==> src/rtl/debug_frame_sender_if.sv <==
// Byte-wide write handshake between the frame sender and the UART TX FIFO.
// The sender drives wr/w_data; the FIFO returns its full flag.
interface debug_frame_sender_if;
  logic       wr;
  logic [7:0] w_data;
  logic       tx_full;

  modport master (output wr, output w_data, input tx_full);
  modport slave  (input wr, input w_data, output tx_full);
endinterface

==> src/rtl/debug_frame_sender.sv <==
// Snapshots the MIPS_DLX debug vector on start and streams it to the UART TX FIFO
// as a frame: HEADER, data bytes LSB-first, XOR checksum of the data bytes, TRAILER.
module debug_frame_sender #(
  parameter int         DEBUG_W = 322,
  parameter logic [7:0] HEADER  = 8'hA5,
  parameter logic [7:0] TRAILER = 8'h5A
) (
  input  logic                clk,
  input  logic                reset,
  input  logic                start,
  input  logic [DEBUG_W-1:0]  debug_signal,
  debug_frame_sender_if.master fifo,
  output logic                busy,
  output logic                done
);

  localparam int NBYTES = (DEBUG_W + 7) / 8;
  localparam int SNAP_W = NBYTES * 8;
  // Index must also hold NBYTES after the final increment, so it never wraps.
  localparam int IDX_W  = $clog2(NBYTES + 1);
  localparam logic [IDX_W-1:0] LAST_IDX = IDX_W'(NBYTES - 1);

  typedef enum logic [2:0] {
    IDLE,
    HDR,
    DATA,
    CHK,
    TRL,
    FIN
  } state_t;

  state_t                  state;
  state_t                  state_n;
  logic [IDX_W-1:0]        idx;
  logic [7:0]              chk;
  logic [NBYTES-1:0][7:0]  snap;
  logic [7:0]              byte_out;
  logic                    wr_int;

  always_ff @(posedge clk) begin
    if (reset) begin
      state <= IDLE;
    end else begin
      state <= state_n;
    end
  end

  always_comb begin
    state_n  = state;
    byte_out = 8'h00;
    busy     = 1'b0;
    done     = 1'b0;
    case (state)
      IDLE: begin
        if (start) state_n = HDR;
      end
      HDR: begin
        busy     = 1'b1;
        byte_out = HEADER;
        if (!fifo.tx_full) state_n = DATA;
      end
      DATA: begin
        busy     = 1'b1;
        byte_out = snap[idx];
        if (!fifo.tx_full && (idx == LAST_IDX)) state_n = CHK;
      end
      CHK: begin
        busy     = 1'b1;
        byte_out = chk;
        if (!fifo.tx_full) state_n = TRL;
      end
      TRL: begin
        busy     = 1'b1;
        byte_out = TRAILER;
        if (!fifo.tx_full) state_n = FIN;
      end
      FIN: begin
        done    = 1'b1;
        state_n = IDLE;
      end
      default: begin
        state_n = IDLE;
      end
    endcase
  end

  // busy is exactly the set of byte-emitting states, so it doubles as the write qualifier.
  assign wr_int      = busy && !fifo.tx_full;
  assign fifo.wr     = wr_int;
  assign fifo.w_data = byte_out;

  always_ff @(posedge clk) begin
    if (reset) begin
      idx  <= '0;
      chk  <= '0;
      snap <= '0;
    end else begin
      if ((state == IDLE) && start) begin
        snap <= SNAP_W'(debug_signal);
        idx  <= '0;
        chk  <= '0;
      end else if ((state == DATA) && wr_int) begin
        chk <= chk ^ byte_out;
        idx <= idx + 1'b1;
      end
    end
  end

endmodule

==> src/flat_wrapper.sv <==
// flat-port wrapper written by rule: the top's interface ports become plain ports
module debug_frame_sender_flat 
#(
  parameter int         DEBUG_W = 322,
  parameter logic [7:0] HEADER  = 8'hA5,
  parameter logic [7:0] TRAILER = 8'h5A
)
  (clk, reset, start, debug_signal, busy, done, fifo_wr, fifo_w_data, fifo_tx_full);
  debug_frame_sender_if fifo_i ();
  input  logic clk;
  input  logic reset;
  input  logic start;
  input  logic [DEBUG_W-1:0] debug_signal;
  output logic busy;
  output logic done;
  output wire logic [$bits(fifo_i.wr)-1:0] fifo_wr;
  output wire logic [$bits(fifo_i.w_data)-1:0] fifo_w_data;
  input wire logic [$bits(fifo_i.tx_full)-1:0] fifo_tx_full;
  assign fifo_wr = fifo_i.wr;
  assign fifo_w_data = fifo_i.w_data;
  assign fifo_i.tx_full = fifo_tx_full;
  debug_frame_sender #(.DEBUG_W(DEBUG_W), .HEADER(HEADER), .TRAILER(TRAILER)) u_core (.clk(clk), .reset(reset), .start(start), .debug_signal(debug_signal), .fifo(fifo_i), .busy(busy), .done(done));
endmodule
==> config.mk <==
export PLATFORM = sky130hd
export DESIGN_NAME = debug_frame_sender_flat
export DESIGN_NICKNAME = d
export VERILOG_FILES = /design/src/rtl/debug_frame_sender_if.sv /design/src/rtl/debug_frame_sender.sv /design/src/flat_wrapper.sv
export SDC_FILE = /design/constraint.sdc
export NUM_CORES = 1
export LEC_CHECK = 0
export CAP_MARGIN = 20
export CORE_ASPECT_RATIO = 0.75
export CORE_MARGIN = 3
export CORE_UTILIZATION = 35
export CTS_CLUSTER_SIZE = 20
export DETAILED_ROUTE_END_ITERATION = 16
export PLACE_DENSITY = 0.7
export SLEW_MARGIN = 20
export SYNTH_ARGS = -nofsm -noshare
export SYNTH_HDL_FRONTEND = slang
export SYNTH_SLANG_ARGS = --single-unit
==> constraint.sdc <==
create_clock -name clk -period 2.6 [get_ports clk]
set_clock_uncertainty 0.2 [all_clocks]
set_input_delay 0.39 -clock clk [delete_from_list [all_inputs] [get_ports clk]]
set_output_delay 0.39 -clock clk [all_outputs]
set_load 0.1 [all_outputs]
## Word-level counts from Yosys, hierarchy flattened

Cells that the tools add are included.

| cells by class | value |
|---|---|
| $add $sub $neg | 1 |
| $lt $le $gt $ge | 1 |
| equality and inequality tests | 11 |
| muxes and demuxes | 11 |
| bitwise logic cells | 1 |
| reductions and logical operators | 9 |

Operator list:

| kind | number |
|---|---|
| binary-select mux 8 bit (select 6 bit) | 1 |
| case mux 8 bit (4 select lines) | 1 |
| 2-to-1 mux 3 bit | 5 |
| case mux 3 bit (5 select lines) | 1 |
| 2-to-1 mux 8 bit | 1 |
| inequality test 2 bit, second input constant | 4 |
| XOR 8 bit | 1 |
| < comparator 6 x 7 -> 1 bit, second input constant | 1 |
| adder 6 x 1 -> 6 bit, second input constant | 1 |
| == test 3 x 2 -> 1 bit, second input constant | 2 |
| == test 3 bit, second input constant | 2 |
| == test 6 bit, second input constant | 1 |
| AND reduction 5 bit | 1 |
| logical AND 1 bit | 4 |
| OR reduction 4 bit | 1 |
| == test 3 x 1 -> 1 bit, second input constant | 1 |
| logical NOT 3 bit | 1 |
| 2-to-1 mux 1 bit | 2 |
| inequality test 2 x 1 -> 1 bit, second input constant | 1 |
| OR reduction 2 bit | 1 |
| logical NOT 1 bit | 1 |

| word-level totals | value |
|---|---|
| bits in registers | 339 |
| bits of input ports | 326 |
| output and inout bits | 11 |
| word-level logic and storage cells | 78 |

## Logic depth before layout (Yosys ltp)

Gate-level depths: netlist (run 1).

| logic depth | value |
|---|---|
| depth after elaboration | 5 |
| mapped depth | 10 |
| depth with buffers taken out | 8 |

## Worst setup path before layout (run 1)

OpenSTA, ideal clock, no wires.

| timing path | value |
|---|---|
| path type | register to output |
| start point | register u_core.idx[1] |
| end point | output port fifo_w_data[2] |
| arrival | 3838 ps |
| data required time | 2010 ps |
| slack | -1828 ps |
| stages on the path, launching flop included | 11 |
| path buffers | 4 |
| cells stage by stage | dfxtp_1 buf_2 buf_2 buf_4 buf_2 mux2i_1 o221ai_1 a21oi_1 a21oi_1 inv_1 o21ai_0 |

| on the way | value |
|---|---|
| word-level cells in the longest chain between the ends | 3 |

Ends and longest elaborated chain:

| element | RTL line | RTL |
|---|---|---|
| from (decl) | debug_frame_sender.sv:34 | `logic [IDX_W-1:0] idx;` |
| from (signal assigned) | debug_frame_sender.sv:104 | `idx <= idx + 1'b1;` |
| binary-select mux 8 bit (select 6 bit) | debug_frame_sender.sv:64 | `byte_out = snap[idx];` |
| 2-to-1 mux 8 bit (not written as such) | debug_frame_sender.sv:64 |  |
| case mux 8 bit (4 select lines) | debug_frame_sender.sv:53 | `case (state)` |
| to (decl) | flat_wrapper.sv:17 | `output wire logic [$bits(fifo_i.w_data)-1:0] fifo_w_data;` |

No other way between the ends. The select of a mux whose other input is x is not followed.

## Worst setup path after layout (run 1)

| timing path | value |
|---|---|
| start point | register u_core.idx[0] |
| end point | output port fifo_w_data[1] |

The elaborated chain is that of the path after synthesis.

==> parameters.txt, run 1 <==
Parameter                              Value

Outcome
  Status    complete, but fails checks
  Violated checks    setup timing

Clock tree
  CTS Root Cell    sky130_fd_sc_hd__clkbuf_16
  CTS tree    built
  Number of H-tree levels    2
  Worst-path clk slew    0.06 ns
  Number of clock sinks    between 300 and 400
  TritonCTS buffer count    35
  Insertion delay to the later sink of the worst-skew pair    between 0.5 and 0.6 ns
  Buffer depth of the longest clock path    3

Routing
  TritonRoute pass-1 iters    5
  Number of routed nets with antenna violations    0
  DRC viols    0
  Final Routed Wirelength    53,300 µm
  Drt wl/cell    slightly below 20 µm
  DR vias/cell    ~5.2
  Vias    14,117
  Detailed router's first-iteration violation count    approximately 1,200

Floorplanning
  Area of the core    41,100 µm²
  Horizontal die dimension    243 µm
  Placement row count    64
  Floorplan die area    about 45,000 µm²
  Initial cell density of the core    a little over a third
  Ports    about 340
  Die Ht    ~180 µm

Setup path
  Most common cell on crit path    sky130_fd_sc_hd__buf_12
  Critical path's top delay family    multiplexers
  Biggest fanout along the worst timing path    4
  Data arrival, critical path    ~2.8 ns
  Setup CP Type    flop to primary output
  Required time at the endpoint of the critical path    roughly 2.0 ns
  Max stage delay on crit path    between 0.5 and 0.6 ns
  Endpoint kind of the worst setup timing path    primary output
  Startpoint class of the critical path    flop
  Buffer and inverter count on the worst path    4
  Cell-by-cell listing of the critical path    buf_8 > buf_12 > mux4_2 > mux2i_1 > buf_4 > o21a_1 > nand3_2 > a211oi_2 > o21ai_4 > buf_12
  Library cell contributing the largest single delay on the critical path    sky130_fd_sc_hd__mux4_2

Flow run
  # Max-Cap Violations    0

GRT
  Tot GR Track Use    a little under a quarter
  Met1 layer usage reported by global route    32.2%
  Vias in the first global route    around 14,000
  Largest net degree at the start of global routing    approximately 140
  GR Util met3    between 5 and 6%
  First-pass GRT wire length    80,500 µm
  Peak-usage layer in the global routing report    met2
  Gr ovfl total    0
  Antenna violations before repair    5
  Global-route track usage on met2    between 30% and 40%

Yosys
  Syn. warnings    0
  Post-synthesis instance total    roughly 1,800
  Sequential-to-total area share from yosys stat    46.2%
  Dominant combinational cell family by area after synthesis    simple AND/OR/NAND/NOR gates
  Number of synthesized register bits    roughly 340
  Post-Syn Nets    2,092
  Cell Area, Synth    between 10,000 and 15,000 µm²
  Post-synthesis xor/xnor area fraction    0.417%
  Post-Synth Simple-Gate Area    a little over a fifth
  Average instance area after synthesis    approximately 8.3 µm²
  Adder-cell share of the synthesized area    less than 1%
  Post-synth EDFFs    0
  Unique cell type count in the Yosys netlist    53
  Compound-Gate Fraction of Synth Area    between 10% and 20%
  Fraction of registers with async set or reset after synthesis    0%
  Top_reg_cell synth    sky130_fd_sc_hd__dfxtp_1
  Multiplexer area fraction after synthesis    approximately 13%

Timing
  Hold Vio Cnt, Final    0
  Setup ws final    -0.769 ns
  Final Max Slew Viols    0
  Highest clock frequency the design can meet    between 200 and 300 MHz
  Setup repair after global routing missed its margin    yes
  Worst slew margin    roughly 25%
  Number of setup violations in the final report    10
  Hold Worst Slack    0.150 ns
  Final worst-path cycle share    130%
  Post-route minimum period    3.37 ns
  Worst-Margin Slew    1.12 ns

Power
  Portion of total power attributed to combinational logic    16.0%
  Clock group share of total power    between 40 and 50%
  Lkg Pwr    about 7.6 nW
  Sw frac    a little over a quarter
  Worst voltage drop across the vdd grid    0.430 mV
  Net switching power of the design    around 3.5 mW
  Part of the power in registers    around 44%
  Power density relative to cell area    632 nW/µm²
  P_int    just under 10 mW

Layout
  Final standard cell count with taps included and fillers excluded    around 2,700
  Growth of design area from synthesis to finish    43.0%
  Final design area excluding fillers    21,000 µm²
  Final-stage net count    between 2,000 and 2,500
  Most common library cell in the layout ignoring fill and taps    sky130_fd_sc_hd__nand2_1
  Most used cells in the layout excluding fill and tap cells    sky130_fd_sc_hd__nand2_1 (659), sky130_fd_sc_hd__dfxtp_1 (335), sky130_fd_sc_hd__a21oi_1 (330)
  Ratio of cells with drive above 1 in the final layout    between 10% and 20%

Hold path
  Kind of path behind the tightest hold check    primary input to flop

Place
  Total half-perimeter wirelength after legalization and detailed placement    between 40,000 and 50,000 µm
  Dpl cell area    between 15,000 and 20,000 µm²
  Number of placed instances with taps included    approximately 2,600
  Number of I/O port buffers    approximately 340
  RD Place Congestion    0.879
-- layout make-up --
class	count	area, µm²
inverters	12	50.0
diodes	1	2.50
flip-flops and latches	339	6800
repair buffers	449	4650
fillers	3801	20100
multi-input cells	1267	7600
clock inverters	22	275
clock buffers	41	941
well taps	561	702
-- worst register-to-register path: cells and delay by family (launching register included) --
family	cells	cell delay [ns]
AOI/OAI and AO/OA	3	0.43
buffers and inverters	6	0.85
DFF	1	0.36
and+or+nand+nor	3	0.71
-- synth_stat cells, types with 9 or more instances --
cell type | instances | area (µm²)
sky130_fd_sc_hd__mux4_1 | 9 | 236
sky130_fd_sc_hd__nor2_1 | 17 | 63.8
sky130_fd_sc_hd__clkbuf_1 | 117 | 439
sky130_fd_sc_hd__buf_2 | 18 | 90.1
sky130_fd_sc_hd__o221ai_1 | 9 | 78.8
sky130_fd_sc_hd__o21ai_0 | 13 | 65.1
sky130_fd_sc_hd__inv_1 | 10 | 37.5
sky130_fd_sc_hd__nand2_1 | 659 | 2470
sky130_fd_sc_hd__nand3_1 | 13 | 65.1
sky130_fd_sc_hd__mux4_2 | 56 | 1260
sky130_fd_sc_hd__mux2i_1 | 30 | 300
sky130_fd_sc_hd__a21oi_1 | 335 | 1680
sky130_fd_sc_hd__dfxtp_1 | 339 | 6790
-- path summary, 6_finish.rpt --
path | end | cells after the start | slack, ns | startpoint
max reg2reg | u_core.chk[7]$_SDFFE_PP0P_ | 12 | -0.10 | u_core.idx[0]$_SDFFE_PP0P_
max | fifo_w_data[1] | 10 | -0.77 | u_core.idx[0]$_SDFFE_PP0P_
min reg2reg | u_core.snap[306]$_SDFFE_PP0P_ | 2 | 0.25 | u_core.snap[306]$_SDFFE_PP0P_
min | u_core.chk[6]$_SDFFE_PP0P_ | 4 | 0.15 | reset
-- metal layers --
metal	share of wire, %	vias to the layer above	wire [µm]
met4	2.3	8	1220
met1	45	6775	23900
met2	45	545	23800
met5	0.084	-	45
li1	-	6706	-
met3	8.1	83	4350
-- sequential cells by signal, summed over array words and instances (netlist names) --
| register | count |
|---|---|
| u_core.snap | 322 |
| u_core.chk | 8 |
| u_core.idx | 6 |
| u_core.state | 3 |
-- through the flow --
| stage | setup TNS (ns) | util (%) | setup WS, ns | power, mW |
|---|---|---|---|---|
| 6_report | -5.62 | 51.2 | -0.769 | 13.3 |
| 5_1_grt | -6.53 | 51.2 | -0.841 | 13.8 |
| 4_1_cts | -6.11 | 50.6 | -0.812 | 13.4 |
| 3_5_place_dp | -10.36 | 47.1 | -0.393 | 7.98 |
| 3_3_place_gp | -7.54 | 47.1 | -0.368 | 7.95 |
| 2_1_floorplan | -1.37 | - | -0.368 | 6.90 |
-- power groups by stage --
| stage | sequential, mW | combinational, mW | clock (mW) |
|---|---|---|---|
| after floorplan | 5.80 | 1.10 | 0 |
| after global placement | 5.91 | 2.04 | 0 |
| after detailed placement | 5.91 | 2.08 | 0 |
| after CTS | 5.79 | 2.11 | 5.45 |
| after global routing | 5.83 | 2.31 | 5.68 |
| final | 5.80 | 2.12 | 5.35 |
-- what timing repair did --
item                                    4_1_cts  5_1_grt
setup buffers                                 7       12
hold endpoints to repair                      0        0
gates resized for setup                      48       32
endpoints found under the setup margin       16       16
hold buffers                                  0        0
pin swaps                                    12       23
-- kinds of logic after synthesis --
| group | count (synthesis) |
|---|---|
| and+or+nand+nor | 752 |
| DFF | 339 |
| AOI/OAI and AO/OA | 403 |
| adders and majority gates | 2 |
| xor gates and xnor gates | 7 |
| muxes | 103 |
| buffers and inverters | 158 |
No activity file was read; power rests on OpenSTA's default activity.
==> run 2: changes to the inputs <==
--- a/config.mk
+++ b/config.mk
@@ -8,11 +8,12 @@
 export CAP_MARGIN = 20
 export CORE_ASPECT_RATIO = 0.75
 export CORE_MARGIN = 3
-export CORE_UTILIZATION = 35
+export CORE_UTILIZATION = 46
 export CTS_CLUSTER_SIZE = 20
 export DETAILED_ROUTE_END_ITERATION = 16
-export PLACE_DENSITY = 0.7
+export PLACE_DENSITY = 0.74
 export SLEW_MARGIN = 20
 export SYNTH_ARGS = -nofsm -noshare
 export SYNTH_HDL_FRONTEND = slang
 export SYNTH_SLANG_ARGS = --single-unit
+export TNS_END_PERCENT = 10
==> parameters.txt, run 2 (same netlist as run 1, synthesis figures left out) <==
Parameter                              Value

Floorplanning
  Initial cell density of the core    46.8% (+11 points)
  Area of the core    31,400 µm² (-24%)
  Horizontal die dimension    212 µm (-12%)
  Placement row count    56 (-13%)
  Ports    337 (unchanged)
  Die Ht    161 µm (-12%)
  Floorplan die area    34,200 µm² (-23%)

Clock tree
  CTS Root Cell    sky130_fd_sc_hd__clkbuf_16
  Number of H-tree levels    2 (unchanged)
  CTS tree    built
  TritonCTS buffer count    36 (+2.9%)
  Worst-path clk slew    0.06 ns (about the same)
  Insertion delay to the later sink of the worst-skew pair    0.53 ns (about the same)
  Buffer depth of the longest clock path    3 (unchanged)
  Number of clock sinks    339 (unchanged)

GRT
  Largest net degree at the start of global routing    228 (+66%)
  Antenna violations before repair    2 (-3)
  Vias in the first global route    13,623 (-1.7%)
  Gr ovfl total    0 (unchanged)
  First-pass GRT wire length    75,600 µm (-6.1%)
  Tot GR Track Use    28.3% (+5.2 points)

Routing
  DR vias/cell    5.62 (+7.1%)
  Final Routed Wirelength    50,000 µm (-6.2%)
  Vias    14,203 (+0.61%)
  Detailed router's first-iteration violation count    1,470 (+25%)
  DRC viols    0 (unchanged)
  Number of routed nets with antenna violations    0 (unchanged)
  Drt wl/cell    19.8 µm (-0.11%)
  TritonRoute pass-1 iters    6 (+1)

Timing
  Setup repair after global routing missed its margin    yes
  Final Max Slew Viols    0 (unchanged)
  Worst-Margin Slew    0.997 ns (-0.124 ns)
  Setup ws final    -0.828 ns (-0.0592 ns)
  Highest clock frequency the design can meet    292 MHz (-1.7%)
  Hold Worst Slack    0.208 ns (+0.0580 ns)
  Final worst-path cycle share    132% (+2.3 points)
  Worst slew margin    33.6% (+8.2 points)
  Number of setup violations in the final report    13 (+3)
  Post-route minimum period    3.43 ns (+0.0592 ns)
  Hold Vio Cnt, Final    0 (unchanged)

Place
  Total half-perimeter wirelength after legalization and detailed placement    36,400 µm (-9.0%)
  Number of I/O port buffers    336 (unchanged)
  RD Place Congestion    0.947 (+7.7%)
  Number of placed instances with taps included    2,452 (-6.1%)

Layout
  Final-stage net count    2,423 (-0.37%)
  ANT cells    0 (-1)
  Ratio of cells with drive above 1 in the final layout    13.9% (-1.3 points)
  Most common library cell in the layout ignoring fill and taps    sky130_fd_sc_hd__nand2_1
  Growth of design area from synthesis to finish    40.5%
  Flip-flop count of the largest register after layout    322 (unchanged)
  Register name with the most flops    u_core.snap
  Most used cells in the layout excluding fill and tap cells    sky130_fd_sc_hd__nand2_1 (659), sky130_fd_sc_hd__dfxtp_1 (336), sky130_fd_sc_hd__a21oi_1 (332)
  Fillers    2,529 (-33%)
  Final standard cell count with taps included and fillers excluded    2,528 (-6.1%)
  Largest registers    u_core.snap x322, u_core.chk x8, u_core.idx x6

Setup path
  Library cell contributing the largest single delay on the critical path    sky130_fd_sc_hd__mux4_2
  Biggest fanout along the worst timing path    6 (+2)
  Data arrival, critical path    2.84 ns (+0.06 ns)
  Cell-by-cell listing of the critical path    buf_12 > buf_12 > buf_6 > mux4_2 > mux2_4 > a22oi_2 > o31a_1 > o21ai_1 > nor3b_4 > buf_12
  Setup CP Type    flop to primary output
  Most common cell on crit path    sky130_fd_sc_hd__buf_12
  Endpoint kind of the worst setup timing path    primary output
  Max stage delay on crit path    0.49 ns (-0.04 ns)
  Required time at the endpoint of the critical path    2.01 ns (about the same)
  Startpoint class of the critical path    flop

Outcome
  Status    complete, but fails checks
  Violated checks    setup timing

Hold path
  Kind of path behind the tightest hold check    primary input to flop

Flow run
  # Max-Cap Violations    0 (unchanged)

Power
  Power density relative to cell area    647 nW/µm² (+2.4%)
  Lkg Pwr    7.54 nW (-0.57%)
  Worst voltage drop across the vdd grid    0.368 mV (-14%)
==> run 2: per-stage QoR <==
step	util, %	TNS [ns]	power, mW	instance area, µm²	setup slack, ns
after floorplan	-	-2.12	6.89	14800	-0.368
after global placement	60.7	-2.01	7.88	19000	-0.292
after detailed placement	60.7	-2.51	7.92	19000	-0.317
after CTS	65.6	-6.67	13.4	20600	-0.845
after global routing	65.8	-7.23	13.9	20700	-0.885
final	65.8	-6.36	13.4	20700	-0.828
==> run 2: final cells by class <==
class                           count  area (µm²)  area share [%]
Clock buffer                       52        1090            5.30
Sequential cell                   339        6800            32.9
Tap cell                          406         508            2.46
Clock inverter                     13         186           0.903
Inverter                           12        50.0           0.242
Timing Repair Buffer              439        4510            21.8
Multi-Input combinational cell   1267        7510            36.4
==> run 2: report_power, final <==
group / total [mW] / internal (mW) / switching [mW]
clock network: 5.48 / 3.35 / 2.13
registers: 5.81 / 5.56 / 0.245
logic: 2.07 / 0.991 / 1.08
==> run 2: path summary, 6_finish.rpt <==
check | start | endpoint | slack, ns | cells past startpoint
setup / recovery | u_core.idx[0]$_SDFFE_PP0P_ | fifo_w_data[0] | -0.83 | 10
hold / removal | debug_signal[40] | u_core.snap[40]$_SDFFE_PP0P_ | 0.21 | 3
setup reg to reg | u_core.idx[0]$_SDFFE_PP0P_ | u_core.chk[7]$_SDFFE_PP0P_ | -0.11 | 11
hold reg to reg | u_core.snap[173]$_SDFFE_PP0P_ | u_core.snap[173]$_SDFFE_PP0P_ | 0.25 | 2
==> run 2: what timing repair did <==
item                                   4_1_cts  5_1_grt
resized for setup                           33       16
hold buffers                                 1        0
endpoints found under the hold margin       25        0
setup buffers                                6        2
pin swaps                                    9       16
cloned                                       2        0
setup endpoints to repair                   14       15
==> run 2: metal layers <==
layer | global-route usage, % | wire [µm]
met5 | 0 | 24
met4 | 7.25 | 1330
met3 | 6.64 | 4810
met2 | 43.5 | 22200
met1 | 40.3 | 21600
==> run 2: worst max-delay path, delay by kind of cell (launching register included) <==
kind | cells | cell delay, ns
simple gates | 1 | 0.17
flops | 1 | 0.40
buf+inv | 4 | 0.53
mux | 2 | 0.80
compound gates | 3 | 0.43
